--- config.mk ---
export PLATFORM = sky130hd
export DESIGN_NAME = mc_ctrl_flat
export DESIGN_NICKNAME = d
export VERILOG_FILES = /design/src/rtl/mc_ctrl_if.sv /design/src/rtl/mc_ctrl.sv /design/src/flat_wrapper.sv
export SDC_FILE = /design/constraint.sdc
export NUM_CORES = 1
export LEC_CHECK = 0
export ABC_AREA = 1
export BUFFER_PORTS_ARGS = -buffer_cell sky130_fd_sc_hd__buf_2
export CORE_MARGIN = 1.5
export CORE_UTILIZATION = 30
export CTS_BUF_LIST = sky130_fd_sc_hd__clkbuf_8
export DETAILED_ROUTE_END_ITERATION = 8
export GPL_TIMING_DRIVEN = 0
export HOLD_SLACK_MARGIN = 0.06
export PLACE_DENSITY_LB_ADDON = 0.15
export SYNTH_ARGS = -nofsm -noshare
export SYNTH_HDL_FRONTEND = slang
export SYNTH_SLANG_ARGS = --single-unit
--- constraint.sdc ---
create_clock -name clk -period 2 [get_ports clk]
set_clock_uncertainty 0.15 [all_clocks]
set_input_delay 0.3 -clock clk [delete_from_list [all_inputs] [get_ports clk]]
set_output_delay 0.3 -clock clk [all_outputs]
set_load 0.005 [all_outputs]
--- src/rtl/mc_ctrl_if.sv ---
// Data-memory request/ready handshake between the multi-cycle controller
// and the data memory.
interface mc_ctrl_if;
  logic mem_req;
  logic mem_write;
  logic mem_rdy;

  modport master (output mem_req, output mem_write, input mem_rdy);
  modport slave  (input mem_req, input mem_write, output mem_rdy);
endinterface

--- src/rtl/mc_ctrl.sv ---
// Multi-cycle controller for the MIPS subset: sequences FETCH/DECODE/EXEC/MEM/WB,
// gates write enables by state, bounds data-memory waits and counts retires.
module mc_ctrl #(
  parameter int TIMEOUT = 15,
  parameter int CNT_W   = 32
) (
  input  logic             clk,
  input  logic             reset,
  input  logic [5:0]       opcode,
  input  logic [5:0]       func,
  input  logic [1:0]       cmp,
  input  logic [1:0]       zero,
  mc_ctrl_if.master        mem,
  output logic             ir_write,
  output logic             pc_write,
  output logic [2:0]       NPCop,
  output logic             reg_write,
  output logic [2:0]       reg_dst,
  output logic [2:0]       which_to_reg,
  output logic [1:0]       ALU_src,
  output logic [4:0]       ALU_op,
  output logic [1:0]       LS_op,
  output logic             sign,
  output logic [2:0]       state,
  output logic             instr_done,
  output logic             bus_err,
  output logic [CNT_W-1:0] instr_cnt
);

  localparam int WAIT_W = (TIMEOUT > 0) ? $clog2(TIMEOUT + 1) : 1;

  typedef enum logic [2:0] {
    S_FETCH = 3'd0, S_DECODE = 3'd1, S_EXEC = 3'd2,
    S_MEM   = 3'd3, S_WB     = 3'd4, S_ERR  = 3'd7
  } state_e;

  typedef enum logic [3:0] {
    K_NOP, K_ALU, K_LOAD, K_STORE, K_BEQ, K_BLEZ, K_J, K_JR, K_JAL, K_JALR
  } kind_e;

  localparam logic [2:0] NPC_PC4 = 3'd0, NPC_B = 3'd1, NPC_J = 3'd2, NPC_JR = 3'd3;

  state_e              r_state, w_next_state;
  kind_e               w_kind;
  logic [WAIT_W-1:0]   r_wait, w_wait_next;
  logic                r_bus_err;
  logic [CNT_W-1:0]    r_cnt;
  logic                w_ir_write, w_pc_write, w_reg_write, w_mem_req, w_mem_write;
  logic [2:0]          w_npc;

  // Field decode is purely a function of the instruction; only enables depend on state.
  // NOTE: every signal written in an always_comb gets a default first so no latch is inferred.
  always_comb begin
    w_kind       = K_NOP;
    reg_dst      = 3'd0;
    which_to_reg = 3'd0;
    ALU_src      = 2'd0;
    ALU_op       = 5'd0;
    LS_op        = 2'd0;
    sign         = 1'b1;
    if (opcode == 6'h00) begin
      reg_dst = 3'd1;
      case (func)
        6'h21: begin w_kind = K_ALU; ALU_op = 5'd0; end
        6'h23: begin w_kind = K_ALU; ALU_op = 5'd1; end
        6'h24: begin w_kind = K_ALU; ALU_op = 5'd2; end
        6'h25: begin w_kind = K_ALU; ALU_op = 5'd3; end
        6'h2a: begin w_kind = K_ALU; ALU_op = 5'd4; end
        6'h04: begin w_kind = K_ALU; ALU_op = 5'd6; end
        6'h08: w_kind = K_JR;
        6'h09: begin w_kind = K_JALR; which_to_reg = 3'd2; end
        default: ;
      endcase
    end else begin
      case (opcode)
        6'h02: w_kind = K_J;
        6'h03: begin w_kind = K_JAL; reg_dst = 3'd2; which_to_reg = 3'd2; end
        6'h04: w_kind = K_BEQ;
        6'h06: w_kind = K_BLEZ;
        6'h09: begin w_kind = K_ALU; ALU_src = 2'd1; ALU_op = 5'd0; end
        6'h0a: begin w_kind = K_ALU; ALU_src = 2'd1; ALU_op = 5'd4; end
        6'h0c: begin w_kind = K_ALU; ALU_src = 2'd1; ALU_op = 5'd2; sign = 1'b0; end
        6'h0d: begin w_kind = K_ALU; ALU_src = 2'd1; ALU_op = 5'd3; sign = 1'b0; end
        6'h0f: begin w_kind = K_ALU; ALU_src = 2'd1; ALU_op = 5'd5; end
        6'h23: begin w_kind = K_LOAD;  ALU_src = 2'd1; which_to_reg = 3'd1; LS_op = 2'd0; end
        6'h21: begin w_kind = K_LOAD;  ALU_src = 2'd1; which_to_reg = 3'd1; LS_op = 2'd1; end
        6'h25: begin w_kind = K_LOAD;  ALU_src = 2'd1; which_to_reg = 3'd1; LS_op = 2'd1; end
        6'h20: begin w_kind = K_LOAD;  ALU_src = 2'd1; which_to_reg = 3'd1; LS_op = 2'd2; end
        6'h2b: begin w_kind = K_STORE; ALU_src = 2'd1; LS_op = 2'd0; end
        6'h29: begin w_kind = K_STORE; ALU_src = 2'd1; LS_op = 2'd1; end
        6'h28: begin w_kind = K_STORE; ALU_src = 2'd1; LS_op = 2'd2; end
        default: ;
      endcase
    end
  end

  always_comb begin
    w_next_state = r_state;
    w_wait_next  = r_wait;
    w_ir_write   = 1'b0;
    w_pc_write   = 1'b0;
    w_reg_write  = 1'b0;
    w_mem_req    = 1'b0;
    w_mem_write  = 1'b0;
    w_npc        = NPC_PC4;
    case (r_state)
      S_FETCH: begin
        w_ir_write   = 1'b1;
        w_next_state = S_DECODE;
      end
      S_DECODE: w_next_state = S_EXEC;
      S_EXEC: begin
        case (w_kind)
          K_BEQ:  if (cmp == 2'b01) w_npc = NPC_B;
          K_BLEZ: if (zero == 2'b01 || zero == 2'b10) w_npc = NPC_B;
          K_J:    w_npc = NPC_J;
          K_JR:   w_npc = NPC_JR;
          default: ;
        endcase
        case (w_kind)
          K_LOAD, K_STORE:     w_next_state = S_MEM;
          K_ALU, K_JAL, K_JALR: w_next_state = S_WB;
          default: begin
            w_pc_write   = 1'b1;
            w_next_state = S_FETCH;
          end
        endcase
      end
      S_MEM: begin
        w_mem_req   = 1'b1;
        w_mem_write = (w_kind == K_STORE);
        if (mem.mem_rdy) begin
          // A ready arriving on the timeout cycle still completes the access.
          w_wait_next = '0;
          if (w_kind == K_LOAD) begin
            w_next_state = S_WB;
          end else begin
            w_pc_write   = 1'b1;
            w_next_state = S_FETCH;
          end
        end else if (TIMEOUT != 0) begin
          if (r_wait == WAIT_W'(TIMEOUT)) begin
            w_wait_next  = '0;
            w_next_state = S_ERR;
          end else begin
            w_wait_next = r_wait + 1'b1;
          end
        end
      end
      S_WB: begin
        w_reg_write  = 1'b1;
        w_pc_write   = 1'b1;
        if (w_kind == K_JAL)  w_npc = NPC_J;
        if (w_kind == K_JALR) w_npc = NPC_JR;
        w_next_state = S_FETCH;
      end
      S_ERR:   w_next_state = S_ERR;
      default: w_next_state = S_FETCH;
    endcase
    // Enables must stay low for the whole reset cycle, whatever state we sit in.
    if (reset) begin
      w_ir_write  = 1'b0;
      w_pc_write  = 1'b0;
      w_reg_write = 1'b0;
      w_mem_req   = 1'b0;
      w_mem_write = 1'b0;
    end
  end

  // NOTE: state registers use non-blocking assignments so every flop samples pre-edge values.
  always_ff @(posedge clk) begin
    if (reset) begin
      r_state   <= S_FETCH;
      r_wait    <= '0;
      r_bus_err <= 1'b0;
      r_cnt     <= '0;
    end else begin
      r_state <= w_next_state;
      r_wait  <= w_wait_next;
      if (w_next_state == S_ERR) r_bus_err <= 1'b1;
      if (w_pc_write)            r_cnt     <= r_cnt + 1'b1;
    end
  end

  assign ir_write      = w_ir_write;
  assign pc_write      = w_pc_write;
  assign reg_write     = w_reg_write;
  assign NPCop         = w_npc;
  assign mem.mem_req   = w_mem_req;
  assign mem.mem_write = w_mem_write;
  assign instr_done    = w_pc_write;
  assign state         = r_state;
  assign bus_err       = r_bus_err;
  assign instr_cnt     = r_cnt;

endmodule

--- src/flat_wrapper.sv ---
// flat-port wrapper written by rule: the top's interface ports become plain ports
module mc_ctrl_flat 
#(
  parameter int TIMEOUT = 15,
  parameter int CNT_W   = 32
)
  (clk, reset, opcode, func, cmp, zero, ir_write, pc_write, NPCop, reg_write, reg_dst, which_to_reg, ALU_src, ALU_op, LS_op, sign, state, instr_done, bus_err, instr_cnt, mem_mem_req, mem_mem_write, mem_mem_rdy);
  mc_ctrl_if mem_i ();
  input  logic clk;
  input  logic reset;
  input  logic [5:0] opcode;
  input  logic [5:0] func;
  input  logic [1:0] cmp;
  input  logic [1:0] zero;
  output logic ir_write;
  output logic pc_write;
  output logic [2:0] NPCop;
  output logic reg_write;
  output logic [2:0] reg_dst;
  output logic [2:0] which_to_reg;
  output logic [1:0] ALU_src;
  output logic [4:0] ALU_op;
  output logic [1:0] LS_op;
  output logic sign;
  output logic [2:0] state;
  output logic instr_done;
  output logic bus_err;
  output logic [CNT_W-1:0] instr_cnt;
  output wire logic [$bits(mem_i.mem_req)-1:0] mem_mem_req;
  output wire logic [$bits(mem_i.mem_write)-1:0] mem_mem_write;
  input wire logic [$bits(mem_i.mem_rdy)-1:0] mem_mem_rdy;
  assign mem_mem_req = mem_i.mem_req;
  assign mem_mem_write = mem_i.mem_write;
  assign mem_i.mem_rdy = mem_mem_rdy;
  mc_ctrl #(.TIMEOUT(TIMEOUT), .CNT_W(CNT_W)) u_core (.clk(clk), .reset(reset), .opcode(opcode), .func(func), .cmp(cmp), .zero(zero), .mem(mem_i), .ir_write(ir_write), .pc_write(pc_write), .NPCop(NPCop), .reg_write(reg_write), .reg_dst(reg_dst), .which_to_reg(which_to_reg), .ALU_src(ALU_src), .ALU_op(ALU_op), .LS_op(LS_op), .sign(sign), .state(state), .instr_done(instr_done), .bus_err(bus_err), .instr_cnt(instr_cnt));
endmodule
Yosys cells after proc, flatten, opt, wreduce, memory -nomap -nowiden
Cells that the tools add are included.
{ "totals": {"regBits": 40, "output_inout_bits": 61} }
{ "op_classes": {"add_sub_neg": 2, "n_eq_ne": 43, "mux": 43, "reduce_logical": 14} }
{ "ops": {"columns": ["cell", "count"], "rows": [
  ["6-bit == test, second input constant", 12],
  ["6-bit by 4-bit == test with 1-bit output, second input constant", 7],
  ["32-bit by 1-bit adder with 32-bit output, second input constant", 1],
  ["3-bit case mux with 5 select lines", 2],
  ["4-bit case mux with 7 select lines", 1],
  ["3-bit case mux with 4 select lines", 2],
  ["6-bit by 3-bit == test with 1-bit output, second input constant", 3],
  ["1-bit 2-to-1 mux", 17],
  ["4-bit by 3-bit == test with 1-bit output, second input constant", 4],
  ["3-bit 2-to-1 mux", 5],
  ["4-bit == test, second input constant", 3],
  ["6-bit by 2-bit == test with 1-bit output, second input constant", 2],
  ["2-bit 2-to-1 mux", 6],
  ["4-bit 2-to-1 mux", 3],
  ["3-bit case mux with 2 select lines", 2],
  ["4-bit case mux with 3 select lines", 1],
  ["12-bit OR reduction", 1],
  ["5-bit OR reduction", 2],
  ["3-bit == test, second input constant", 3],
  ["3-bit OR reduction", 3],
  ["4-bit by 2-bit == test with 1-bit output, second input constant", 2],
  ["2-bit case mux with 2 select lines", 2],
  ["3-bit by 2-bit == test with 1-bit output, second input constant", 2],
  ["6-bit logical NOT", 1],
  ["other kinds (12)", 15]
]} }

Longest topological paths before layout
{ "depth": {"depth_word": 9, "depth_mapped": 16, "mapped_depth_nobuf": 16} }

Worst setup path before layout
OpenSTA, ideal clock, no wires.
{ "synth_path": {"kind": "input to output", "startpoint": "in opcode[5]", "endpoint": "out pc_write", "arrival_time_ns": 1.603, "slack_ns": -0.053, "stages": 15, "cell_sequence": "nor2_4 nand3_2 inv_2 nand2_1 nor2_1 nand2_1 nand2_2 nand2_1 nand2_1 nand2_2 nand2_4 nand2_4 buf_6 inv_1 buf_4"} }
{ "synth_between": {"elab_chain_len": 9, "word_cells_on_any_way": 33} }
{ "synth_rtl": {"columns": ["element", "line", "source"], "rows": [
  ["from (decl)", "flat_wrapper.sv:11", "input logic [5:0] opcode;"],
  ["6-bit by 4-bit == test with 1-bit output or 6-bit == test (tied branches)", "mc_ctrl.sv:75", "case (opcode)"],
  ["5-bit OR reduction (no source line) (tied with other cells)", null, null],
  ["4-bit case mux with 7 select lines", "mc_ctrl.sv:75", null],
  ["4-bit 2-to-1 mux (*)", "mc_ctrl.sv:61", "if (opcode == 6'h00) begin"],
  ["4-bit by 1-bit == test with 1-bit output (tied with other cells)", "mc_ctrl.sv:120", "case (w_kind)"],
  ["5-bit OR reduction (no source line) or 1-bit 2-to-1 mux (tied branches)", null, null],
  ["1-bit 2-to-1 mux, on equally long branches", "mc_ctrl.sv:120, mc_ctrl.sv:132", null],
  ["1-bit case mux with 3 select lines (*)", "mc_ctrl.sv:106", "case (r_state)"],
  ["1-bit 2-to-1 mux (*)", "mc_ctrl.sv:161", "if (reset) begin"],
  ["to (decl)", "flat_wrapper.sv:16", "output logic pc_write;"]
]} }
Mark *: on every way between the ends. The rest lies on a longest branch, timed or not.

Final worst setup path
{ "layout_path": {"startpoint": "in opcode[3]", "endpoint": "out pc_write"} }
The elaborated chain is that of the path after synthesis.

==> results.sh <==
export IMPL_critPathSlowestCell="nor2_4"
export IMPL_drtPass1Iterations=5
export IMPL_pwr_density_cell_mw_per_mm2=466.1
export IMPL_rsz0062_at_grt="true"
export IMPL_drtIter0Drc=100
export IMPL_topRoutingLayerUsed="met4"
export IMPL_die_y_um=102.2
export IMPL_antenna_found_initial=0
export IMPL_nets=600
export IMPL_setup_ws_ns=-0.1388
export IMPL_ys_types=37
export IMPL_cp_max_fo=6
export IMPL_clockBufferDepth=2
export IMPL_period_share_pct=106.9
export IMPL_syn_inst=474
export IMPL_fp_dieArea_sq_mm=0.01044
export IMPL_setup_tns_final_ns=-0.2502
export IMPL_viasPerCell=4.805
export IMPL_rows=36
export IMPL_timing_critical_path_cells="buf_4, inv_1, nor2_4, nand3_1, nand3_2, nor2_1, nand2_1, nand2_2, nand2_2, nand2_2, nand2_2, nand2_4, nand2_8, inv_4, buf_6, buf_6"
export IMPL_grt_util_all_layers_pct=18.50
export IMPL_slew_headroom_pct=58.49
export IMPL_endpoint_kind="primary output"
export IMPL_register_area_sq_um=824.5
export IMPL_cts_sinks=40
export IMPL_synth_seq_cells=40
export IMPL_cts_tree="yes"
export IMPL_fp_coreArea_sq_mm=0.009639
export IMPL_fin_cells=713
export IMPL_wl_met2_um=4621
export IMPL_cts_made_buffers=5
export IMPL_cp_required_ns=1.55
export IMPL_drc_errors=0
export IMPL_synth_area_per_cell_sq_um=6.224
export IMPL_cts_root_buf="clkbuf_8"
export IMPL_antennaDiodeCount=0
export IMPL_async_flop_share_pct=0
export IMPL_critPathMaxStageDelay_ns=0.15
export IMPL_yosys_warnings=0
export IMPL_start_util_pct=30.61
export IMPL_htreeDepth=2
export IMPL_finalHoldViolations=0
export IMPL_vdd_ir_drop_max_mv=0.2874
export IMPL_dp_hpwl_um=7030
export IMPL_grt_pass1_wl_um=15550
export IMPL_fmax_ghz=0.4676
export IMPL_min_period_ns=2.139
export IMPL_startpoint_type="input pin"
export IMPL_vias=3426
export IMPL_violations="negative setup slack"
export IMPL_wl_per_cell_um=13.10
export IMPL_wl_met3_um=431
export IMPL_setup_reg_to_reg_worst_slack_ns=0.08
export IMPL_maxSlewViolCount=0
export IMPL_cpLargestDelayFamily="simple AND/OR/NAND/NOR gates"
export IMPL_area_growth_syn_to_layout_pct=41.35
export IMPL_crit_top_cell="nand2_2"
export IMPL_status="finished, violations left"
export IMPL_hp_class="input pin to flop"
export IMPL_path_class="input pin to primary output"
export IMPL_grt_max_degree=13
export IMPL_port_buffers=73
export IMPL_cp_data_arrival_time_ns=1.69
export IMPL_drt_total_wl_um=9338
export IMPL_gp_congestion=0.9669
export IMPL_multiInputGateArea_sq_mm=0.002122
export IMPL_seq_area_frac_synth_pct=27.14
export IMPL_syn_area_sq_mm=0.002950
export IMPL_die_w_um=102.2
export IMPL_ant_nets=0
export IMPL_drt_met1_wl_um=4192
export IMPL_finish_utilization_pct=43.26
export IMPL_cap_violations=0
export IMPL_io_pins=80
export IMPL_path_clk_slew_ns=0.08
export IMPL_path_buf_inv=5
export IMPL_max_slew_worst_pin_slew_ns=0.6226
export IMPL_finalSetupViolCount=4
export IMPL_clk_latency_ns=0.30
export IMPL_grt_remaining_overflow=0
export IMPL_layout_drive_gt1_share_pct=34.14
export IMPL_p_leak_nw=1.882
export IMPL_dp_cells=685
export IMPL_fill_cells=1056
export IMPL_synth_top_flop_cell="dfxtp_1"
export IMPL_synth_edff_count=0
export IMPL_grt_pass1_vias=3254
==> final timing paths <==
check / cells after the start / startpoint / end
setup / recovery: 16 / opcode[3] / pc_write
hold / removal: 3 / reset / u_core.r_wait[3]
setup reg to reg: 12 / u_core.instr_cnt[1] / u_core.instr_cnt[24]
hold reg to reg: 2 / u_core.bus_err / u_core.bus_err
==> worst min-delay path, stage by stage <==
cell and delay, ns:
buf_2 0.10, or2_2 0.11, nor2_1 0.04
==> logic make-up after synthesis <==
group	synth area share [%]
simple gates	42.49
other cells	0.1271
xor+xnor	8.312
flops	27.14
compound gates	8.948
buf+inv	12.13
fa+ha+maj	0.8480
==> flip-flops by register name, indices dropped and copies added (netlist names) <==
signal            flops
u_core.bus_err        1
u_core.r_wait         4
u_core.instr_cnt     32
u_core.state          3
==> per-layer routing <==
layer,global-route usage (%),vias up
met4,4.847,0
met3,3.352,10
met5,0,-
met2,31.53,76
li1,-,1753
met1,24.05,1587
==> layout make-up <==
cell class,instances,area share (%)
clock inverters,1,0.7201
flip-flops and latches,40,19.77
well taps,133,3.990
multi-input cells,363,50.89
clock buffers,7,2.310
plain buffers,20,3.630
inverters,55,5.071
repair buffers,94,13.62
==> placed cells by master, fill, tap and decap left out, types with 5 or more instances in the layout <==
cell type and count:
inv_1 47, clkbuf_8 7, nor2_4 12, nor3_1 10, o21ai_0 6, nor3_2 7
inv_2 5, nand4_1 10, nor2_2 10, xor2_1 20, dfxtp_1 27, nor2_1 37
buf_4 27, a21oi_1 30, conb_1 6, clkbuf_1 6, dfxtp_2 10, nand3_1 55
buf_6 9, nand2_1 103, buf_2 68, nand2_2 12, xnor2_1 8
==> power breakdown <==
part / switching [mW] / internal [mW] / total, mW
Combinational: 0.217 / 0.157 / 0.374
Clock: 0.304 / 0.441 / 0.745
Sequential: 0.0152 / 0.809 / 0.824
==> synthesized netlist by cell type, types with 3 or more instances <==
library cell | n | area, sq um
a21oi_1 | 31 | 155.2
a31oi_1 | 3 | 18.77
buf_4 | 7 | 52.55
buf_6 | 6 | 67.56
clkbuf_1 | 6 | 22.52
dfxtp_1 | 40 | 800.8
inv_1 | 51 | 191.4
inv_2 | 3 | 11.26
nand2_1 | 114 | 427.9
nand3_1 | 60 | 300.3
nand4_1 | 10 | 62.56
nor2_1 | 54 | 202.7
nor2_2 | 4 | 25.02
nor3_1 | 20 | 100.1
nor4_1 | 7 | 43.79
o21ai_0 | 6 | 30.03
xnor2_1 | 8 | 70.07
xor2_1 | 20 | 175.2
==> metrics by stage <==
stage	hold WS [ns]	power, mW	worst slack (ns)	instance area (sq um)
2_1_floorplan	0.2979	1.030	-0.02357	2975
3_3_place_gp	0.2872	1.128	-0.5052	3507
3_5_place_dp	0.3000	1.128	-0.5001	3507
4_1_cts	0.1221	1.927	-0.1153	3891
5_1_grt	0.1635	2.033	-0.2353	4170
6_report	0.1309	1.944	-0.1388	4170
==> repair_timing <==
item	in CTS	in global routing
pin swaps	12	17
resized for setup	52	55
buffers inserted	12	11
cloned	0	0
endpoints found under the setup margin	37	34
hold buffers	0	0
No activity file was read; power rests on OpenSTA's default activity.
